`src/rtl/dtree_pkg.sv`:
```
`default_nettype none
// ============================================================================
// Module  : dtree_pkg
// Brief   : Shared types and defaults for the decision-tree vote sink:
//           FSM state encoding, class-code width, class count, counter width.
// Rev     : 1.0  initial release
// ============================================================================
package dtree_pkg;

  // Vote sink control states (explicit 2-bit encoding)
  typedef enum logic [1:0] {
    ST_ACCUM  = 2'd0,
    ST_SCAN   = 2'd1,
    ST_REPORT = 2'd2
  } state_t;

  localparam int C_CLASS_W     = 4;
  localparam int C_NUM_CLASSES = 10;
  localparam int C_CNT_W       = 8;

endpackage
`default_nettype wire

```
`src/rtl/dtree_vote_scan.sv`:
```
`default_nettype none
// ============================================================================
// Module  : dtree_vote_scan
// Brief   : Sequential argmax over the per-class vote counters. A start pulse
//           examines class 0; each following cycle examines the next class.
//           A later class wins only with a strictly larger count, so ties go
//           to the lowest index. done pulses once the last class is examined.
// Rev     : 1.0  initial release
// ============================================================================
module dtree_vote_scan
  import dtree_pkg::*;
#(
  parameter int NUM_CLASSES = C_NUM_CLASSES,
  parameter int CLASS_W     = C_CLASS_W
) (
  input  logic                                  clk,
  input  logic                                  rst_n,
  input  logic                                  start,
  input  logic [NUM_CLASSES-1:0][C_CNT_W-1:0]   counts,
  output logic                                  done,
  output logic [CLASS_W-1:0]                    best_idx,
  output logic [C_CNT_W-1:0]                    best_cnt
);

  localparam int            IW     = (NUM_CLASSES > 1) ? $clog2(NUM_CLASSES) : 1;
  localparam logic [IW-1:0] C_LAST = IW'(NUM_CLASSES - 1);

  logic [IW-1:0]      r_idx;
  logic               r_busy;
  logic [C_CNT_W-1:0] w_cur;

  assign w_cur = counts[r_idx];

  // Walk the counters one class per cycle, keeping the running best
  always_ff @(posedge clk or negedge rst_n) begin
    if (!rst_n) begin
      r_idx    <= '0;
      r_busy   <= 1'b0;
      done     <= 1'b0;
      best_idx <= '0;
      best_cnt <= '0;
    end else begin
      done <= 1'b0;
      if (start) begin
        best_idx <= '0;
        best_cnt <= counts[0];
        r_idx    <= (NUM_CLASSES > 1) ? IW'(1) : '0;
        r_busy   <= (NUM_CLASSES > 1);
        done     <= (NUM_CLASSES == 1);
      end else if (r_busy) begin
        if (w_cur > best_cnt) begin
          best_cnt <= w_cur;
          best_idx <= CLASS_W'(r_idx);
        end
        if (r_idx == C_LAST) begin
          r_busy <= 1'b0;
          done   <= 1'b1;
        end else begin
          r_idx <= r_idx + IW'(1);
        end
      end
    end
  end

endmodule
`default_nettype wire

```
`src/rtl/dtree_vote_sink.sv`:
```
`default_nettype none
// ============================================================================
// Module  : dtree_vote_sink
// Brief   : Collects WIN legal class codes from a tree classifier, counts
//           votes per class, scans for the majority class and presents it
//           with its vote count over a valid/ready handshake.
//           Optional macro DTREE_VOTE_ERRCNT_EN adds err_cnt, a saturating
//           count of discarded illegal class codes (cleared only by reset).
// Rev     : 1.0  initial release
// ============================================================================
module dtree_vote_sink
  import dtree_pkg::*;
#(
  parameter int NUM_CLASSES = C_NUM_CLASSES,
  parameter int CLASS_W     = C_CLASS_W,
  parameter int WIN         = 8
) (
  input  logic               clk,
  input  logic               rst_n,
  input  logic               in_valid,
  output logic               in_ready,
  input  logic [CLASS_W-1:0] in_class,
  output logic               out_valid,
  input  logic               out_ready,
  output logic [CLASS_W-1:0] out_class,
  output logic [7:0]         out_votes
`ifdef DTREE_VOTE_ERRCNT_EN
  ,
  output logic [7:0]         err_cnt
`endif
);

  state_t                                r_state;
  logic [NUM_CLASSES-1:0][C_CNT_W-1:0]   r_cnt;
  logic [7:0]                            r_win;
  logic                                  r_scan_start;

  logic                                  w_accept;
  logic                                  w_legal;
  logic                                  w_last;
  logic                                  w_clear;
  logic                                  w_scan_done;
  logic [CLASS_W-1:0]                    w_best_idx;
  logic [C_CNT_W-1:0]                    w_best_cnt;

  assign in_ready = (r_state == ST_ACCUM);
  assign w_accept = in_valid && in_ready;
  assign w_legal  = w_accept && (32'(in_class) < NUM_CLASSES);
  assign w_last   = w_legal && (r_win == 8'(WIN - 1));
  // out_valid is high for the whole REPORT state, so this is the handshake
  assign w_clear  = (r_state == ST_REPORT) && out_ready;

  // Per-class vote counters: bump on a legal accept, wipe on result handoff
  always_ff @(posedge clk or negedge rst_n) begin
    if (!rst_n) begin
      r_cnt <= '0;
    end else if (w_clear) begin
      r_cnt <= '0;
    end else if (w_legal) begin
      for (int k = 0; k < NUM_CLASSES; k++) begin
        if (in_class == CLASS_W'(k)) begin
          r_cnt[k] <= r_cnt[k] + C_CNT_W'(1);
        end
      end
    end
  end

  // Control FSM with registered result outputs
  always_ff @(posedge clk or negedge rst_n) begin
    if (!rst_n) begin
      r_state      <= ST_ACCUM;
      r_win        <= '0;
      r_scan_start <= 1'b0;
      out_valid    <= 1'b0;
      out_class    <= '0;
      out_votes    <= '0;
    end else begin
      r_scan_start <= 1'b0;
      case (r_state)
        ST_ACCUM: begin
          if (w_legal) begin
            r_win <= r_win + 8'd1;
            if (w_last) begin
              r_state      <= ST_SCAN;
              r_scan_start <= 1'b1;
            end
          end
        end
        ST_SCAN: begin
          if (w_scan_done) begin
            r_state   <= ST_REPORT;
            out_valid <= 1'b1;
            out_class <= w_best_idx;
            out_votes <= w_best_cnt;
          end
        end
        ST_REPORT: begin
          if (out_ready) begin
            r_state   <= ST_ACCUM;
            out_valid <= 1'b0;
            r_win     <= '0;
          end
        end
        default: r_state <= ST_ACCUM;
      endcase
    end
  end

  dtree_vote_scan #(
    .NUM_CLASSES (NUM_CLASSES),
    .CLASS_W     (CLASS_W)
  ) u_scan (
    .clk      (clk),
    .rst_n    (rst_n),
    .start    (r_scan_start),
    .counts   (r_cnt),
    .done     (w_scan_done),
    .best_idx (w_best_idx),
    .best_cnt (w_best_cnt)
  );

`ifdef DTREE_VOTE_ERRCNT_EN
  logic w_illegal;
  assign w_illegal = w_accept && !(32'(in_class) < NUM_CLASSES);

  // Saturating count of discarded illegal codes; only reset clears it
  always_ff @(posedge clk or negedge rst_n) begin
    if (!rst_n) begin
      err_cnt <= '0;
    end else if (w_illegal && (err_cnt != 8'hFF)) begin
      err_cnt <= err_cnt + 8'd1;
    end
  end
`endif

endmodule
`default_nettype wire

```
`config.mk`:
```
export PLATFORM = sky130hd
export DESIGN_NAME = dtree_vote_sink
export DESIGN_NICKNAME = d
export VERILOG_FILES = /design/src/rtl/dtree_pkg.sv /design/src/rtl/dtree_vote_scan.sv /design/src/rtl/dtree_vote_sink.sv
export SDC_FILE = /design/constraint.sdc
export NUM_CORES = 1
export LEC_CHECK = 0
export ABC_AREA = 1
export BUFFER_PORTS_ARGS = -buffer_cell sky130_fd_sc_hd__buf_4
export CAP_MARGIN = 5
export CORE_MARGIN = 2
export CORE_UTILIZATION = 60
export DETAILED_ROUTE_END_ITERATION = 16
export PLACE_DENSITY_LB_ADDON = 0.3
export SLEW_MARGIN = 25
export SYNTH_ARGS = -nofsm -noshare
export SYNTH_HDL_FRONTEND = slang
export SYNTH_SLANG_ARGS = --single-unit
export TNS_END_PERCENT = 20
```
`constraint.sdc`:
```
create_clock -name clk -period 2.9 [get_ports clk]
set_input_delay 0.145 -clock clk [delete_from_list [all_inputs] [get_ports clk]]
set_output_delay 0.145 -clock clk [all_outputs]
set_load 0.05 [all_outputs]
```
# Yosys cells after proc, flatten, opt, wreduce, memory -nomap -nowiden
# Index checks and enable logic that the tools add are counted.
[word_totals]
ff_bits = 122
output_inout_bits = 14
elab_cells = 134
[op_classes]
n_addsub = 12
magnitude_cmp = 3
n_eq_ne = 18
mux = 43
reduce_logical = 37
[ops]
columns = ["cell", "count"]
rows = [
  ["2-to-1 mux 80 bit", 2],
  ["2-to-1 mux 8 bit", 16],
  ["adder 8 x 1 -> 8 bit (second input constant)", 11],
  ["binary-select mux 8 bit (select 4 bit)", 1],
  ["nonzero test 2 bit", 15],
  ["AND reduction 2 bit", 13],
  ["2-to-1 mux 4 bit", 6],
  ["== test 4 x 3 -> 1 bit (second input constant)", 4],
  ["one-hot mux 8 bit (2 select lines)", 1],
  ["== test 4 bit (second input constant)", 3],
  ["2-to-1 mux 1 bit", 11],
  ["== test 4 x 2 -> 1 bit (second input constant)", 2],
  ["== test 8 x 3 -> 1 bit (second input constant)", 1],
  ["> comparator 8 bit", 1],
  ["2-to-1 mux 2 bit", 4],
  ["inequality test 2 x 1 -> 1 bit (second input constant)", 3],
  ["one-hot mux 2 bit (3 select lines)", 1],
  ["AND reduction 3 bit", 2],
  ["less-than comparator 4 x 5 -> 1 bit (second input constant)", 1],
  ["adder 4 x 1 -> 4 bit (second input constant)", 1],
  ["== test 4 x 1 -> 1 bit (second input constant)", 1],
  ["logical AND 1 bit", 4],
  ["zero test 4 bit", 1],
  ["less-than comparator 4 bit (second input constant)", 1],
  ["6 further kinds", 7],
]

# Longest topological paths before layout
[logic_depth]
depth_word = 7
ltp_mapped = 21
depth_no_buf = 19

# By module
# Synthesis repeated with hierarchy kept, for this count alone.
[unflattened]
cells_unflattened = 1154
hier_area_um2 = 7895.1
[modules_own_cells]
columns = ["module", "n_inst", "cells_per_inst", "area_each_um2", "seq_area_each_um2"]
rows = [
  ["dtree_vote_sink", 1, 816, 5929.4, 2602.5],
  ["dtree_vote_scan", 1, 338, 1965.6, 450.4],
]

# Least setup slack after synthesis
# No wires, ideal clock.
[synth_path]
kind = "reg-to-reg"
startpoint = "register u_scan.r_idx[0]"
endpoint = "register u_scan.best_idx[2]"
setup_ns = 0.126
t_arrival_ns = 2.258
required_time_ns = 2.774
path_slack_ns = 0.516
path_stages_with_launch = 16
path_buffers = 3
cell_sequence = "dfrtp_1 buf_2 buf_2 o211ai_1 nand3_1 nand3_1 nand2_1 ha_1 a21o_1 nor2_1 nand2_1 nand2_1 nor2_1 buf_2 nand2_1 o21ai_0"
[synth_via]
elab_chain_len = 5
[synth_lines]
columns = ["element", "line", "source"]
rows = [
  ["from (decl)", "dtree_vote_scan.sv:28", "logic [IW-1:0] r_idx;"],
  ["from (signal assigned)", "dtree_vote_scan.sv:47", "r_idx <= (NUM_CLASSES > 1) ? IW'(1) : '0;"],
  ["from (signal assigned)", "dtree_vote_scan.sv:59", "r_idx <= r_idx + IW'(1);"],
  ["binary-select mux 8 bit (select 4 bit)", "dtree_vote_scan.sv:32", "assign w_cur = counts[r_idx];"],
  ["2-to-1 mux 8 bit (not written as such)", "dtree_vote_scan.sv:32", ""],
  ["> comparator 8 bit", "dtree_vote_scan.sv:51", "if (w_cur > best_cnt) begin"],
  ["nonzero test 2 bit (no source line)", "-", ""],
  ["AND reduction 2 bit (no source line)", "-", ""],
  ["to (signal assigned)", "dtree_vote_scan.sv:53", "best_idx <= CLASS_W'(r_idx);"],
  ["to (decl)", "dtree_vote_scan.sv:21", "output logic [CLASS_W-1:0] best_idx,"],
]
# No other way between the ends. The select of a mux whose other input is x is not followed.
# A chain may end at the register's enable or synchronous reset.

# Worst setup path after layout
[layout_path]
startpoint = "register u_scan.r_idx[0]"
endpoint = "register u_scan.best_idx[3]"
# Same word-level chain as after synthesis.

==> flow_metrics.env <==
export IMPL_min_path_type="in2reg"
export IMPL_maximum_number_of_pins_on_one_net_before_global_route_repair=56
export IMPL_clock_fmax_mhz=389
export IMPL_crit_type="reg2reg"
export IMPL_setup_tns_final_ps=0
export IMPL_dr_total_vias=6761
export IMPL_die_w_um=114
export IMPL_cts_repair_resize_count=0
export IMPL_min_to="r_cnt[73]$_DFFE_PN0P_"
export IMPL_worst_pin_slew_ps=628
export IMPL_antenna_cells_inserted=0
export IMPL_worstPathMaxFanout=44
export IMPL_clock_root_buffer="clkbuf_16"
export IMPL_outcome="completed"
export IMPL_first_global_vias=6052
export IMPL_synth_edff_count=0
export IMPL_final_cell_mix="nand2_1 (280), inv_1 (132), dfrtp_1 (122), nand3_1 (98), nor2_1 (76)"
export IMPL_holdBufCountCts=2
export IMPL_gp_congestion=0.941
export IMPL_detail_route_drc_violations=0
export IMPL_crit_reg2reg_capture="u_scan.best_idx[3]$_DFFE_PN0P_"
export IMPL_avgRoutedWirePerCell_um=14.5
export IMPL_mostFrequentLayoutCell="nand2_1"
export IMPL_synth_seq_cells=122
export IMPL_fin_skew_ps=9.02
export IMPL_worst_skew_pair_late_latency_ps=420
export IMPL_cts_buffers=17
export IMPL_fin_nets=1068
export IMPL_numPortBuffers=21
export IMPL_syn2layout_area_growth_pct=12.2
export IMPL_hold_path_cell_count=6
export IMPL_number_of_antenna_violations_at_the_first_check_in_global_routing=0
export IMPL_die_area_um2=13100
export IMPL_top_level_ports=22
export IMPL_tritoncts="done"
export IMPL_reg2reg_setup_slack_ps=330
export IMPL_final_period_utilization=0.885
export IMPL_post_dp_hpwl_um=12400
export IMPL_synth_flop_cell="dfrtp_1"
export IMPL_reg2regPathDepth=16
export IMPL_setup_ws_ps=332
export IMPL_syn_avg_cell_area_um2=7.19
export IMPL_clock_path_buffers=2
export IMPL_max_vdd_ir_drop_mv=0.492
export IMPL_layout_filler_cells=984
export IMPL_placement_rows=40
export IMPL_worst_endpoint_arrival_ps=2900
export IMPL_route_detailed_vias_per_inst=5.64
export IMPL_rsz_0062_raised_after_global_routing="no"
export IMPL_layout_min_cycle_time_ps=2570
export IMPL_setup_viol=0
export IMPL_routed_wirelength_um=17400
export IMPL_startpoint_of_the_lowest_slack_hold_path="in_class[2]"
export IMPL_slew_hr=0.580
export IMPL_post_synth_num_cell_types=37
export IMPL_synth_sequential_area_ratio=0.418
export IMPL_worstReg2RegStart="u_scan.r_idx[0]$_DFFE_PN0P_"
export IMPL_final_hold_viol_count=0
export IMPL_synthesis_warning_total=0
export IMPL_firstDrtPassIters=6
export IMPL_cts_reportedPaths_clkPinSlew_ps=60
export IMPL_drt_iter0_markers=681
export IMPL_floorplan_core_area_um2=12000
export IMPL_netlist_area_um2=7300
export IMPL_cts_sink_count=122
export IMPL_start_util=0.610
export IMPL_crit_required_ps=3240
export IMPL_power_per_cell_area_nw_per_um2=738
export IMPL_pre_cts_slack_ps=378
export IMPL_die_h_um=114
export IMPL_drv_slew=0
export IMPL_p_leak_nw=4.18
export IMPL_postSynthCellCount=1015
export IMPL_ys_async_sr_fraction=1.00
export IMPL_ctsHtreeMaxLevel=4
export IMPL_synth_fp_nets=1044
export IMPL_post_cts_buffers=0
export IMPL_grt_total_ovfl=0
export IMPL_multiInputGateArea_um2=3560
export IMPL_crit_end_category="flop"
export IMPL_drv_max_cap_violation_count=0
export IMPL_grt_pass1_wl_um=29100
export IMPL_cp_start_kind="flop"
export IMPL_drive_gt1_frac=0.0998
export IMPL_final_antenna_net_count=0
export IMPL_global_route_usage_total=0.286
export IMPL_seqCellArea_um2=3050
[where the power goes]
part | total, mW | internal, mW | switching, mW | leakage, nW
registers | 2.37 | 2.06 | 0.308 | 1.43
clock network | 2.03 | 1.28 | 0.744 | 0.287
logic | 1.64 | 0.584 | 1.06 | 2.46
[layout make-up]
type,instances,share of cell area
clock buffers,25,0.0618
clock inverters,7,0.00780
inverters,144,0.0663
multi-input cells,720,0.435
flip-flops and latches,122,0.373
well taps,147,0.0225
repair buffers,34,0.0333
[cells in the mapped netlist (4+ instances only)]
cell type  instances  area share
a21oi_1           40       0.027
buf_2              9      0.0062
clkbuf_1          15      0.0077
dfrtp_1          122        0.42
ha_1              21       0.036
inv_1            132       0.068
inv_2              9      0.0046
nand2_1          280        0.14
nand2_2            5      0.0043
nand3_1           98       0.067
nand3b_1           4      0.0041
nand4_1           29       0.025
nor2_1            76       0.039
nor2_4            12       0.019
nor3_1            32       0.022
o211ai_1           6      0.0062
o21ai_0           67       0.046
o21ai_1           20       0.014
o31ai_1            4      0.0041
or2_2              8      0.0069
[metal layers]
layer / GRT usage / share of wire
met1: 0.389 / 0.45
met2: 0.444 / 0.46
met3: 0.0662 / 0.066
met4: 0.115 / 0.027
met5: 0 / 0
[worst max-delay path, cell delays in order, from the launching register on]
cell     delay [ps]
dfrtp_1         380
buf_4           370
nand2_1         100
nand3_1         110
nand3_1          80
nand3_1         110
nand2_1          90
ha_1            290
nand2_1          70
nor2_1          140
nand2_1          70
nand2_1          50
nand2_1          60
nor2_1          220
buf_4           210
nand2_1          60
o21ai_0          70
[cells by family (layout without fill, tap and decap cells)]
| family | Yosys count | count (layout) | share of synthesized area |
|---|---|---|---|
| AOI/OAI and AO/OA | 140 | 140 | 0.101 |
| xor gates and xnor gates | 5 | 5 | 0.00600 |
| adders and majority gates | 21 | 21 | 0.0360 |
| buffers and inverters | 173 | 210 | 0.0934 |
| DFF | 122 | 122 | 0.418 |
| muxes | 1 | 1 | 0.00154 |
| and+or+nand+nor | 553 | 553 | 0.344 |
[per-stage QoR]
stage	util	power [mW]	hold slack, ps	std cells	area [µm²]
final	0.684	6.04	131	1199	8190
after global routing	0.684	6.43	167	1199	8190
after CTS	0.684	6.04	124	1199	8190
after detailed placement	0.635	3.98	149	1165	7600
after global placement	0.635	3.92	153	1165	7600
after floorplan	-	3.56	-151	1015	7300
[worst max-delay path by stage]
stage / from / to / depth (start not counted)
2_1_floorplan: u_scan.r_idx[0]$_DFFE_PN0P_ / u_scan.best_idx[2]$_DFFE_PN0P_ / 15
3_3_place_gp: u_scan.r_idx[0]$_DFFE_PN0P_ / u_scan.best_idx[2]$_DFFE_PN0P_ / 16
3_5_place_dp: u_scan.r_idx[0]$_DFFE_PN0P_ / u_scan.best_idx[2]$_DFFE_PN0P_ / 16
4_1_cts: u_scan.r_idx[0]$_DFFE_PN0P_ / u_scan.best_idx[3]$_DFFE_PN0P_ / 16
5_1_grt: u_scan.r_idx[0]$_DFFE_PN0P_ / u_scan.best_idx[1]$_DFFE_PN0P_ / 16
6_report: u_scan.r_idx[0]$_DFFE_PN0P_ / u_scan.best_idx[3]$_DFFE_PN0P_ / 16
[state kept, by name (all words and copies together), names as in the netlist]
| signal | cells |
|---|---|
| out_class | 4 |
| out_valid | 1 |
| out_votes | 8 |
| r_cnt | 80 |
| r_scan_start | 1 |
| r_state | 2 |
| r_win | 8 |
| u_scan.best_cnt | 8 |
| u_scan.best_idx | 4 |
| u_scan.done | 1 |
| u_scan.r_busy | 1 |
| u_scan.r_idx | 4 |
No activity file was read; power rests on OpenSTA's default activity.
